**config.mk**
```make
export PLATFORM = sky130hd
export DESIGN_NAME = maxpool2x2_stream
export DESIGN_NICKNAME = d
export VERILOG_FILES = /design/src/rtl/maxpool2x2_stream.sv
export SDC_FILE = /design/constraint.sdc
export NUM_CORES = 1
export LEC_CHECK = 0
export ABC_AREA = 1
export CAP_MARGIN = 25
export CORE_ASPECT_RATIO = 0.6
export CORE_UTILIZATION = 55
export DETAILED_ROUTE_END_ITERATION = 10
export PLACE_DENSITY = 0.77
export SYNTH_ARGS = -nofsm -noshare
export SYNTH_HDL_FRONTEND = slang
export SYNTH_SLANG_ARGS = --single-unit
```
**constraint.sdc**
```tcl
create_clock -name clk -period 4.6 [get_ports clk]
set_input_delay 1.38 -clock clk [delete_from_list [all_inputs] [get_ports clk]]
set_output_delay 1.38 -clock clk [all_outputs]
set_load 0.01 [all_outputs]
```
**src/rtl/maxpool2x2_stream.sv**
```systemverilog
// Streaming 2x2 stride-2 signed max-pool: raster-order pixels in, one pooled pixel per 2x2 window out.
// A pair register folds columns, a half-width line buffer folds rows, and a single output register holds the result.
module maxpool2x2_stream #(
  parameter int D          = 3,
  parameter int W          = 4,
  parameter int H          = 4,
  parameter int DATA_WIDTH = 16
) (
  input  logic                  clk,
  input  logic                  reset,
  input  logic [DATA_WIDTH-1:0] in_data,
  input  logic                  in_valid,
  output logic                  in_ready,
  output logic [DATA_WIDTH-1:0] out_data,
  output logic                  out_valid,
  input  logic                  out_ready,
  output logic                  out_last
);

  localparam int CW = (W > 1) ? $clog2(W) : 1;
  localparam int RW = (H > 1) ? $clog2(H) : 1;
  localparam int DW = (D > 1) ? $clog2(D) : 1;
  localparam int LN = W / 2;
  localparam int LW = (LN > 1) ? $clog2(LN) : 1;

  logic [CW-1:0]         r_col;
  logic [RW-1:0]         r_row;
  logic [DW-1:0]         r_ch;
  logic [DATA_WIDTH-1:0] r_pair;
  logic [DATA_WIDTH-1:0] r_lb [LN];
  logic [DATA_WIDTH-1:0] r_out;
  logic                  r_valid;
  logic                  r_last;

  logic                  w_in_fire;
  logic                  w_out_fire;
  logic                  w_col_end;
  logic                  w_row_end;
  logic                  w_ch_end;
  logic                  w_load;
  logic [LW-1:0]         w_lb_idx;
  logic [DATA_WIDTH-1:0] w_lb_rd;
  logic [DATA_WIDTH-1:0] w_hmax;
  logic [DATA_WIDTH-1:0] w_vmax;

  assign in_ready   = ~r_valid | out_ready;
  assign w_in_fire  = in_valid & in_ready;
  assign w_out_fire = r_valid & out_ready;

  assign w_col_end = (r_col == CW'(W - 1));
  assign w_row_end = (r_row == RW'(H - 1));
  assign w_ch_end  = (r_ch == DW'(D - 1));

  assign w_lb_idx = LW'(r_col >> 1);
  assign w_lb_rd  = r_lb[w_lb_idx];
  assign w_hmax   = ($signed(in_data) > $signed(r_pair)) ? in_data : r_pair;
  assign w_vmax   = ($signed(w_lb_rd) > $signed(w_hmax)) ? w_lb_rd : w_hmax;

  // Window completes on the odd-row, odd-col pixel.
  assign w_load = w_in_fire & r_col[0] & r_row[0];

  always_ff @(posedge clk) begin
    if (reset) begin
      r_col  <= '0;
      r_row  <= '0;
      r_ch   <= '0;
      r_pair <= '0;
    end else if (w_in_fire) begin
      if (!r_col[0]) r_pair <= in_data;
      if (w_col_end) begin
        r_col <= '0;
        if (w_row_end) begin
          r_row <= '0;
          r_ch  <= w_ch_end ? '0 : r_ch + 1'b1;
        end else begin
          r_row <= r_row + 1'b1;
        end
      end else begin
        r_col <= r_col + 1'b1;
      end
    end
  end

  // Every entry is rewritten on an even row before the odd row reads it, so no reset is needed.
  always_ff @(posedge clk) begin
    if (w_in_fire && r_col[0] && !r_row[0]) r_lb[w_lb_idx] <= w_hmax;
  end

  always_ff @(posedge clk) begin
    if (reset) begin
      r_out   <= '0;
      r_valid <= 1'b0;
      r_last  <= 1'b0;
    end else if (w_load) begin
      r_out   <= w_vmax;
      r_valid <= 1'b1;
      r_last  <= w_col_end & w_row_end & w_ch_end;
    end else if (w_out_fire) begin
      r_valid <= 1'b0;
      r_last  <= 1'b0;
    end
  end

  assign out_data  = r_out;
  assign out_valid = r_valid;
  assign out_last  = r_last;

endmodule

```
==> summary.txt, run 1 <==
Status: completed
Peak supply drop: 0.2181 mV
Fin cells: 722
Total wire length: 12.78 mm
Hold Crit Start: out_data[2]
Hold Vio Cnt, Final: 0
Synth warnings: 0
Initial antenna violation count: 0
Post-synth EDFFs: 32
R2R Path End: out_data[2]
Reg2reg path depth: 28
IO Count: 39
Critical-path maximum fanout: 8
CTS clock-pin slew for the worst setup and hold paths: 50 ps
Final setup fails: 0
Max Fclk: 0.2180 GHz
Die width: 116.4 µm
Syn Area/Cell: 8.864 µm²
Hold Crit Depth: 2
Max-slew violation count: 0
Core ar.: 7417 µm²
Ant. Diodes: 0
Period utilization: 0.9971
Max-slew headroom: 0.3700
Crit path DAT: 4860 ps
Register area share after synthesis: 0.4128
Worst r2r src: r_pair[11]
Hold crit path type: flop to flop
Skew-Pair Late Insertion Delay: 340 ps
Post-DP HPWL: 7.388 mm
Largest net degree at the start of global routing: 35
Layout cells sized above 1: 0.4401
Crit path required time: 4870 ps
Synth Flop Type: dfxtp_1
Synth Instances: 487
Clock buffer depth: 2
Leakage power: 0.002706 µW
Synth Register Bits: 73
Crit path max-delay cell type: ha_1
CTS Sinks: 73
R2r setup slk: 860 ps
Cell variety after synth: 29
CP most frequent cell: nand2_2
Total GRT Usage: 0.2860
Layout Skew: 6.227 ps
Cell Area, Synth: 4317 µm²
CP delay by family, top: simple AND/OR/NAND/NOR gates
Clock root cell: clkbuf_16
Die Y: 70.63 µm
CP Launch Type: input port
Total grt overflow: 0
Setup CP Type: input port to flop
Post-route DRC: 0
CTS tree: built
Port Buffers: 38
Global-route wire length before repair: 17.90 mm
Pwr Total: 2243 µW
Syn nets: 541
Fin crit period: 4587 ps
Critical Path Sink Type: flop
WHS Endpoint: out_data[2]
DIE AREA: 8219 µm²
H-tree Lvls: 3
Asr flop ratio synth: 0
Initial Util: 0.5820
Pwr/cell area: 360.2 nW/µm²
Routed Antenna Nets: 0
Via/cell ratio: 5.555
Area Growth Syn to Fin: 44.26%
Max_cap viols: 0
Bufs and invs on worst path: 6
Placed instance count: 689
Std cell rows: 24
RD Place Congestion: 0.8468
Vias: 4,011
Max stage delay on crit path: 290 ps
Worst-Margin Slew: 943.7 ps
Num CTS Buffers: 9
Vias in the first global route: 3,893
Final net count: 667
Initial DRC count: 341
DR WL/cell: 17.70 µm
Detailed Routing Iterations Pass 1: 5
[per-layer routing]
metal / track usage / vias up / wire [µm] / part of all wire
met5: 0 / - / 0 / 0
met4: 0.09829 / 0 / 267 / 0.021
met1: 0.3383 / 1921 / 5250 / 0.41
met3: 0.07112 / 28 / 833 / 0.065
li1: - / 1880 / - / -
met2: 0.5056 / 182 / 6430 / 0.50
[kinds of logic (layout without fill, tap and decap cells)]
| kind of cell | after synthesis | after routing | synth area share |
|---|---|---|---|
| and+or+nand+nor | 212 | 213 | 0.2623 |
| buffers and inverters | 78 | 208 | 0.08406 |
| AOI/OAI and AO/OA | 75 | 75 | 0.1032 |
| DFF | 73 | 73 | 0.4128 |
| adders and majority gates | 34 | 34 | 0.09855 |
| muxes | 15 | 15 | 0.03913 |
[how the worst max path moves through the flow]
| stage | start | to | slack [ps] | depth (start not counted) |
|---|---|---|---|---|
| after floorplan | in_data[7] | out_data[10] | 520 | 25 |
| after global placement | in_data[6] | out_data[5] | -260 | 25 |
| after CTS | in_data[7] | out_data[4] | 4 | 27 |
| final | in_data[6] | out_data[2] | 10 | 26 |
| after global routing | in_data[6] | out_data[9] | -140 | 27 |
| after detailed placement | in_data[6] | out_data[9] | -400 | 25 |
[power breakdown]
part	internal, µW	switching (µW)
Clock	395	264
Combinational	411	440
Sequential	714	19.3
[what timing repair did]
action                     CTS  global route
buffers inserted             9             5
gates resized for setup     28            76
setup endpoints to repair   16            16
pin swaps                   16            42
cloned                       3             0
hold buffers                 0             0
[per-stage QoR]
step | setup TNS, ps | setup slack, ps | utilization | hold slack [ps] | cell area (µm²)
2_1_floorplan | 0 | 520.4 | - | 440.2 | 4317
3_3_place_gp | -3988 | -264.5 | 0.7179 | 457.2 | 5325
3_5_place_dp | -5977 | -400.4 | 0.7179 | 464.4 | 5325
4_1_cts | 0 | 3.933 | 0.7868 | 469.9 | 5836
5_1_grt | -1473 | -138.6 | 0.8396 | 487.2 | 6227
6_report | 0 | 13.22 | 0.8396 | 473.7 | 6227
[layout by cell type (no fill, tap or decap), types with 3 or more instances in the layout]
cell,instances
nand3_4,5
clkdlybuf4s50_1,22
nand3_2,28
nor2_2,26
nand3_1,12
a211oi_1,3
mux2_2,15
edfxtp_1,32
clkbuf_1,3
nand4_1,4
ha_1,18
a21oi_2,19
clkbuf_16,9
dlymetal6s2s_1,13
ha_4,15
inv_2,3
a21oi_1,28
dfxtp_1,41
nand2_4,6
dlygate4sd2_1,3
o21ai_0,19
nand2_1,73
buf_6,4
inv_1,56
buf_12,5
nand2_2,36
buf_4,83
nor2_1,15
nor2_4,5
[area by class of cell]
| class | instances | area, µm² |
|---|---|---|
| Fill cell | 381 | 1190 |
| Clock buffer | 14 | 264.0 |
| Clock inverter | 2 | 11.26 |
| Tap cell | 104 | 130.1 |
| Multi-Input combinational cell | 337 | 2580 |
| Timing Repair Buffer | 132 | 1232 |
| Sequential cell | 73 | 1782 |
| Inverter | 60 | 227.7 |
[state kept, by name, summed over array words and instances (netlist names), named ones only]
register	count
out_last	1
out_data	16
r_row	2
r_lb	32
out_valid	1
r_ch	2
r_pair	16
r_col	2
[cell usage after synthesis (15+ instances only)]
cell type   n  area [µm²]
nand2_1    99       371.6
inv_1      60       225.2
dfxtp_1    41       820.8
ha_1       34       425.4
a21oi_1    33       165.2
edfxtp_1   32       960.9
nor2_2     26       162.7
nand3_2    23       230.2
o21ai_0    22       110.1
nand3_1    20       100.1
nor2_1     18       67.56
mux2_2     15       168.9
nand2_2    15       93.84
[worst min-delay path, delay by kind of cell, from the launching register on]
kind,cells,cell delay [ps]
AO/OA/AOI/OAI,1,50
AND/OR/NAND/NOR,1,70
flip-flops,1,310
No activity file was read; power rests on OpenSTA's default activity.
==> run 2, diff against run 1 <==
ABC_AREA = default   (was 1)
CTS_CLUSTER_DIAMETER = 100   (was default)
MAX_ROUTING_LAYER = met4   (was default)
==> summary.txt, run 2 <==
Max-slew headroom: 0.3301
Total wire length: 12.93 mm
Cell Area, Synth: 3914 µm²
Switching power: 563.8 µW
Status: complete, but fails checks
Share of the synthesized area in the top cell type: 0.2455
Area occupied by registers: 1782 µm²
Synth cell count leaders: nand2_1 (59), dfxtp_1 (41), a21oi_1 (36), inv_1 (36), ha_1 (34)
Worst-Margin Slew: 1004 ps
Synth Register Bits: 73
Synth Instances: 390
Synth area leader: edfxtp_1
GR peak layer: met2
Core ar.: 6763 µm²
Commonest non-fill, non-tap cell in the layout: buf_4
Initial DRC count: 350
Clk pwr share: 0.372
Clock root cell: clkbuf_16
Pwr/cell area: 346.2 nW/µm²
Std cell rows: 23
Max reg flops: 32
Sequential power share: 0.366
Period utilization: 1.098
RD Place Congestion: 0.8329
Peak supply drop: 0.2480 mV
# fillers: 311
H-tree Lvls: 3
Global-route wire length before repair: 17.70 mm
Largest net degree at the start of global routing: 32
Leakage power: 0.002203 µW
Combinational share of power: 0.262
Post-synth EDFFs: 32
Critical Path Sink Type: flop
Layout Skew: 6.375 ps
Footprint of the multi-input gates: 2479 µm²
Ant. Diodes: 0
Layout cells sized above 1: 0.3813
Post-route DRC: 0
IO Count: 39
Failing checks: setup timing
Max_cap viols: 0
Syn Area/Cell: 10.04 µm²
Detailed Routing Iterations Pass 1: 5
Reg with most FFs: r_lb
Crit path DAT: 5320 ps
Initial antenna violation count: 0
Setup CP Type: input port to flop
M3 GR Usage: 0.08797
Crit path required time: 4870 ps
Post-CTS Hold Buffers: 0
Max Fclk: 0.1981 GHz
Top-count cell post-synth: nand2_1
CTS tree: built
Total GRT Usage: 0.3319
Commonest cells after routing, fill and taps aside: buf_4 (61), nand2_1 (58), dfxtp_1 (41)
Die width: 110.9 µm
Vias: 3,660
Initial Util: 0.5787
DIE AREA: 7468 µm²
P_int: 1412 µW
Pwr Total: 1976 µW
Clock buffer depth: 2
Port Buffers: 38
Met1 usage: 0.3802
Sw frac: 0.2853
RSZ-0062 raised after global routing: yes
Final WS setup: -448.9 ps
DR WL/cell: 22.29 µm
Placed instance count: 542
Vias in the first global route: 3,446
Fin crit period: 5049 ps
CTS Sinks: 73
Area Growth Syn to Fin: 45.84%
Syn nets: 444
Hold crit path type: flop to flop
Met2 usage: 0.5349
Critical-path maximum fanout: 8
Worst slack, placed: -988.3 ps
Final net count: 542
Hold Vio Cnt, Final: 0
Register area share after synthesis: 0.4552
Synth Flop Type: dfxtp_1
Cell variety after synth: 37
CP Launch Type: input port
Num CTS Buffers: 9
Fin cells: 580
Skew-Pair Late Insertion Delay: 340 ps
CTS clock-pin slew for the worst setup and hold paths: 60 ps
Synth top area cells: edfxtp_1 (25%), dfxtp_1 (21%), ha_1 (11%), nand2_1 (5.7%), a21oi_1 (4.6%)
Via/cell ratio: 6.310
Die Y: 67.34 µm
Max-slew violation count: 0
Post-DP HPWL: 6.807 mm
Total grt overflow: 0
Final setup fails: 16
Routed Antenna Nets: 0
Asr flop ratio synth: 0
Synth warnings: 0
-- run 2: cell types whose count changed after synthesis, moves of 9 or more --
cell,previous run,this run
a32oi_1,0,16
o21ai_0,22,2
clkbuf_1,6,15
nand2_1,99,59
nand3_1,20,7
nand3_2,23,0
inv_1,60,36
o21ai_2,0,9
nand2_2,15,0
a21oi_2,14,0
o21ai_1,0,9
nor2_2,26,0
mux2i_1,0,9
-- run 2: area by class of cell --
class                   count  area share
clock buffers              13     0.05305
repair buffers            104      0.1550
inverters                  36     0.02367
flip-flops and latches     73      0.3121
multi-input cells         264      0.4342
well taps                  87     0.01907
clock inverters             3    0.002850
-- run 2: stage by stage --
| stage | area [µm²] | hold slack [ps] | TNS [ps] | util |
|---|---|---|---|---|
| final | 5708 | 464.4 | -6422 | 0.8440 |
| after global routing | 5708 | 505.3 | -8599 | 0.8440 |
| after detailed placement | 4880 | 454.1 | -15430 | 0.7216 |
| after CTS | 5610 | 462.1 | -2460 | 0.8296 |
| after global placement | 4880 | 447.3 | -12850 | 0.7216 |
| after floorplan | 4126 | 440.0 | -5897 | - |
-- run 2: final timing paths --
path	start	end	slack (ps)	cells after the start
setup reg to reg	r_pair[4]	out_data[12]	100	17
setup / recovery	in_data[14]	out_data[12]	-450	16
hold / removal	r_row[1]	r_row[1]	460	2
hold reg to reg	r_row[1]	r_row[1]	460	2
-- run 2: critical path: stages --
cell and delay (ps):
clkdlybuf4s15_2 220, ha_4 280, nand3_4 100, nor4_4 340
a21oi_2 120, o41ai_4 80, mux2i_4 370, buf_12 200
mux2i_4 310, ha_4 180, nand4_1 230, buf_4 250
o41ai_4 350, mux2i_2 200, or3_4 540, o21ai_1 170
-- run 2: power by group through the flow --
stage	logic, µW	registers, µW	clock network [µW]
6_report	518	723	735
5_1_grt	546	724	756
4_1_cts	454	721	731
3_5_place_dp	360	733	0
3_3_place_gp	349	732	0
2_1_floorplan	226	726	0
-- run 2: logic make-up (layout without fill, tap and decap cells) --
family | after synthesis | count (layout) | synth area share
AO/OA/AOI/OAI | 83 | 83 | 0.1413
flip-flops | 73 | 73 | 0.4552
AND/OR/NAND/NOR | 112 | 113 | 0.1244
adder cells (fa/ha/maj) | 34 | 34 | 0.1087
buffers and inverters | 54 | 156 | 0.05562
multiplexers | 34 | 34 | 0.1148
-- run 2: metal layers --
metal  vias up  routed length [µm]  share of wire
met3        70                1237          0.096
met1      1738                4999           0.39
met5         -                   0              0
met4         0                 672          0.052
li1       1590                   -              -
met2       262                6021           0.47
-- run 2: what timing repair did --
item                                    4_1_cts  5_1_grt
pin swaps                                    39       15
endpoints found under the setup margin       16       16
buffers inserted                             12        8
endpoints found under the hold margin         0        0
resized for setup                            98       17
cloned                                        2        1
==> run 3, diff against run 2 <==
CORE_MARGIN = 2   (was default)
CORE_UTILIZATION = 57   (was 55)
PLACE_DENSITY = 0.8   (was 0.77)
==> summary.txt, run 3 (synthesized netlist as in run 2, its figures left out) <==
Peak supply drop: 0.2562 mV
Port Buffers: 38
Initial Util: 0.5887
Clock root cell: clkbuf_16
Layout Skew: 4.683 ps
Hold crit path type: flop to flop
Max reg flops: 32
Sequential power share: 0.393
Switching power: 523.6 µW
Skew-Pair Late Insertion Delay: 340 ps
Fin crit period: 5179 ps
Clk pwr share: 0.337
Total GRT Usage: 0.3079
Total wire length: 11.53 mm
Post-route DRC: 0
Std cell rows: 23
Largest net degree at the start of global routing: 38
CTS clock-pin slew for the worst setup and hold paths: 60 ps
Global-route wire length before repair: 16.94 mm
Setup CP Type: input port to flop
Status: complete, but fails checks
Die Y: 68.19 µm
Total Neg Setup Slack: -8859 ps
Total grt overflow: 0
Period utilization: 1.126
Hold Vio Cnt, Final: 0
Sw frac: 0.2850
Critical-path maximum fanout: 8
Worst-Margin Slew: 1005 ps
Max-slew violation count: 0
RD Place Congestion: 0.8316
Layout cells sized above 1: 0.3469
Via/cell ratio: 6.071
Crit path required time: 4870 ps
Final setup fails: 16
Worst slack, placed: -1168 ps
Crit path DAT: 5440 ps
H-tree Lvls: 3
DR WL/cell: 19.98 µm
Initial DRC count: 408
Routed Antenna Nets: 0
Num CTS Buffers: 9
Post-DP HPWL: 6.552 mm
Max_cap viols: 0
Pwr/cell area: 327.6 nW/µm²
Ant. Diodes: 0
Max Fclk: 0.1931 GHz
Die width: 111.0 µm
IO Count: 39
Commonest cells after routing, fill and taps aside: nand2_1 (58), buf_4 (55), dfxtp_1 (41)
Failing checks: setup timing
Vias: 3,503
RSZ-0062 raised after global routing: yes
CTS tree: built
Final WS setup: -579.4 ps
Hold Slack: 476.7 ps
Combinational share of power: 0.270
Reg with most FFs: r_lb
Clock buffer depth: 2
Commonest non-fill, non-tap cell in the layout: nand2_1
DIE AREA: 7567 µm²
CTS Sinks: 73
P_int: 1313 µW
CP Launch Type: input port
Detailed Routing Iterations Pass 1: 5
Final core occ: 0.8434
Leakage power: 0.002153 µW
Max-slew headroom: 0.3295
Critical Path Sink Type: flop
Final net count: 539
Vias in the first global route: 3,401
Area Growth Syn to Fin: 43.25%
Initial antenna violation count: 0
Core ar.: 6648 µm²
## run 3: cell count changes in the layout (fill, tap and decap cells not counted), moves of 3 or more
| cell | before | now |
|---|---|---|
| buf_4 | 61 | 55 |
| clkbuf_1 | 0 | 3 |
| buf_6 | 7 | 10 |
| buf_2 | 4 | 0 |
## run 3: critical path: stages
cell and delay, ps:
buf_6 100, ha_4 260, nand4_1 190, nor4_4 380, buf_4 170, nand3_1 140
o21ai_2 120, mux2i_4 100, buf_6 140, buf_16 140, mux2i_4 190, ha_1 350
nand4_1 270, o41ai_1 610, mux2i_2 230, or3_4 480, o21ai_1 160
## run 3: area by class of cell
cell class / count / area (µm²)
timing repair buffer: 101 / 929.6
inverter: 36 / 135.1
multi-input combinational: 264 / 2394
clock inverter: 4 / 21.27
tap: 87 / 108.9
fill: 353 / 1041
sequential: 73 / 1782
clock buffer: 12 / 236.5
## run 3: stage by stage
stage	total power, µW	area, µm²	instances
after global placement	1083	4900	543
after detailed placement	1094	4900	543
after global routing	1899	5607	577
after CTS	1782	5480	570
final	1837	5607	577
after floorplan	952.3	4126	390
## run 3: power by group through the flow
stage / logic [µW] / clock network, µW / registers (µW)
detailed placement: 362 / 0 / 733
finish: 495 / 620 / 722
floorplan: 226 / 0 / 726
global placement: 351 / 0 / 732
global route: 525 / 651 / 723
CTS: 436 / 625 / 720
## run 3: path summary, 6_finish.rpt
path                   start      endpoint  slack, ps  cells after the start
setup reg to reg   r_pair[3]  out_data[11]         50                     17
hold reg to reg    r_pair[9]     r_pair[9]        480                      2
hold / removal     r_pair[9]     r_pair[9]        480                      2
setup / recovery  in_data[3]  out_data[11]       -580                     17
## run 3: what timing repair did
item / in CTS / in global routing
gates resized for setup: 71 / 34
pin swaps: 29 / 26
gates cloned: 2 / 1
hold buffers: 0 / 0
setup buffers: 9 / 6
setup endpoints to repair: 16 / 16
## run 3: routing by layer
metal	vias to the layer above	wire, µm	track usage	part of all wire
met5	-	0	-	0
li1	1580	-	-	-
met2	190	5601	0.5215	0.49
met1	1690	4714	0.3573	0.41
met4	0	382	0.1344	0.033
met3	43	831	0.08149	0.072
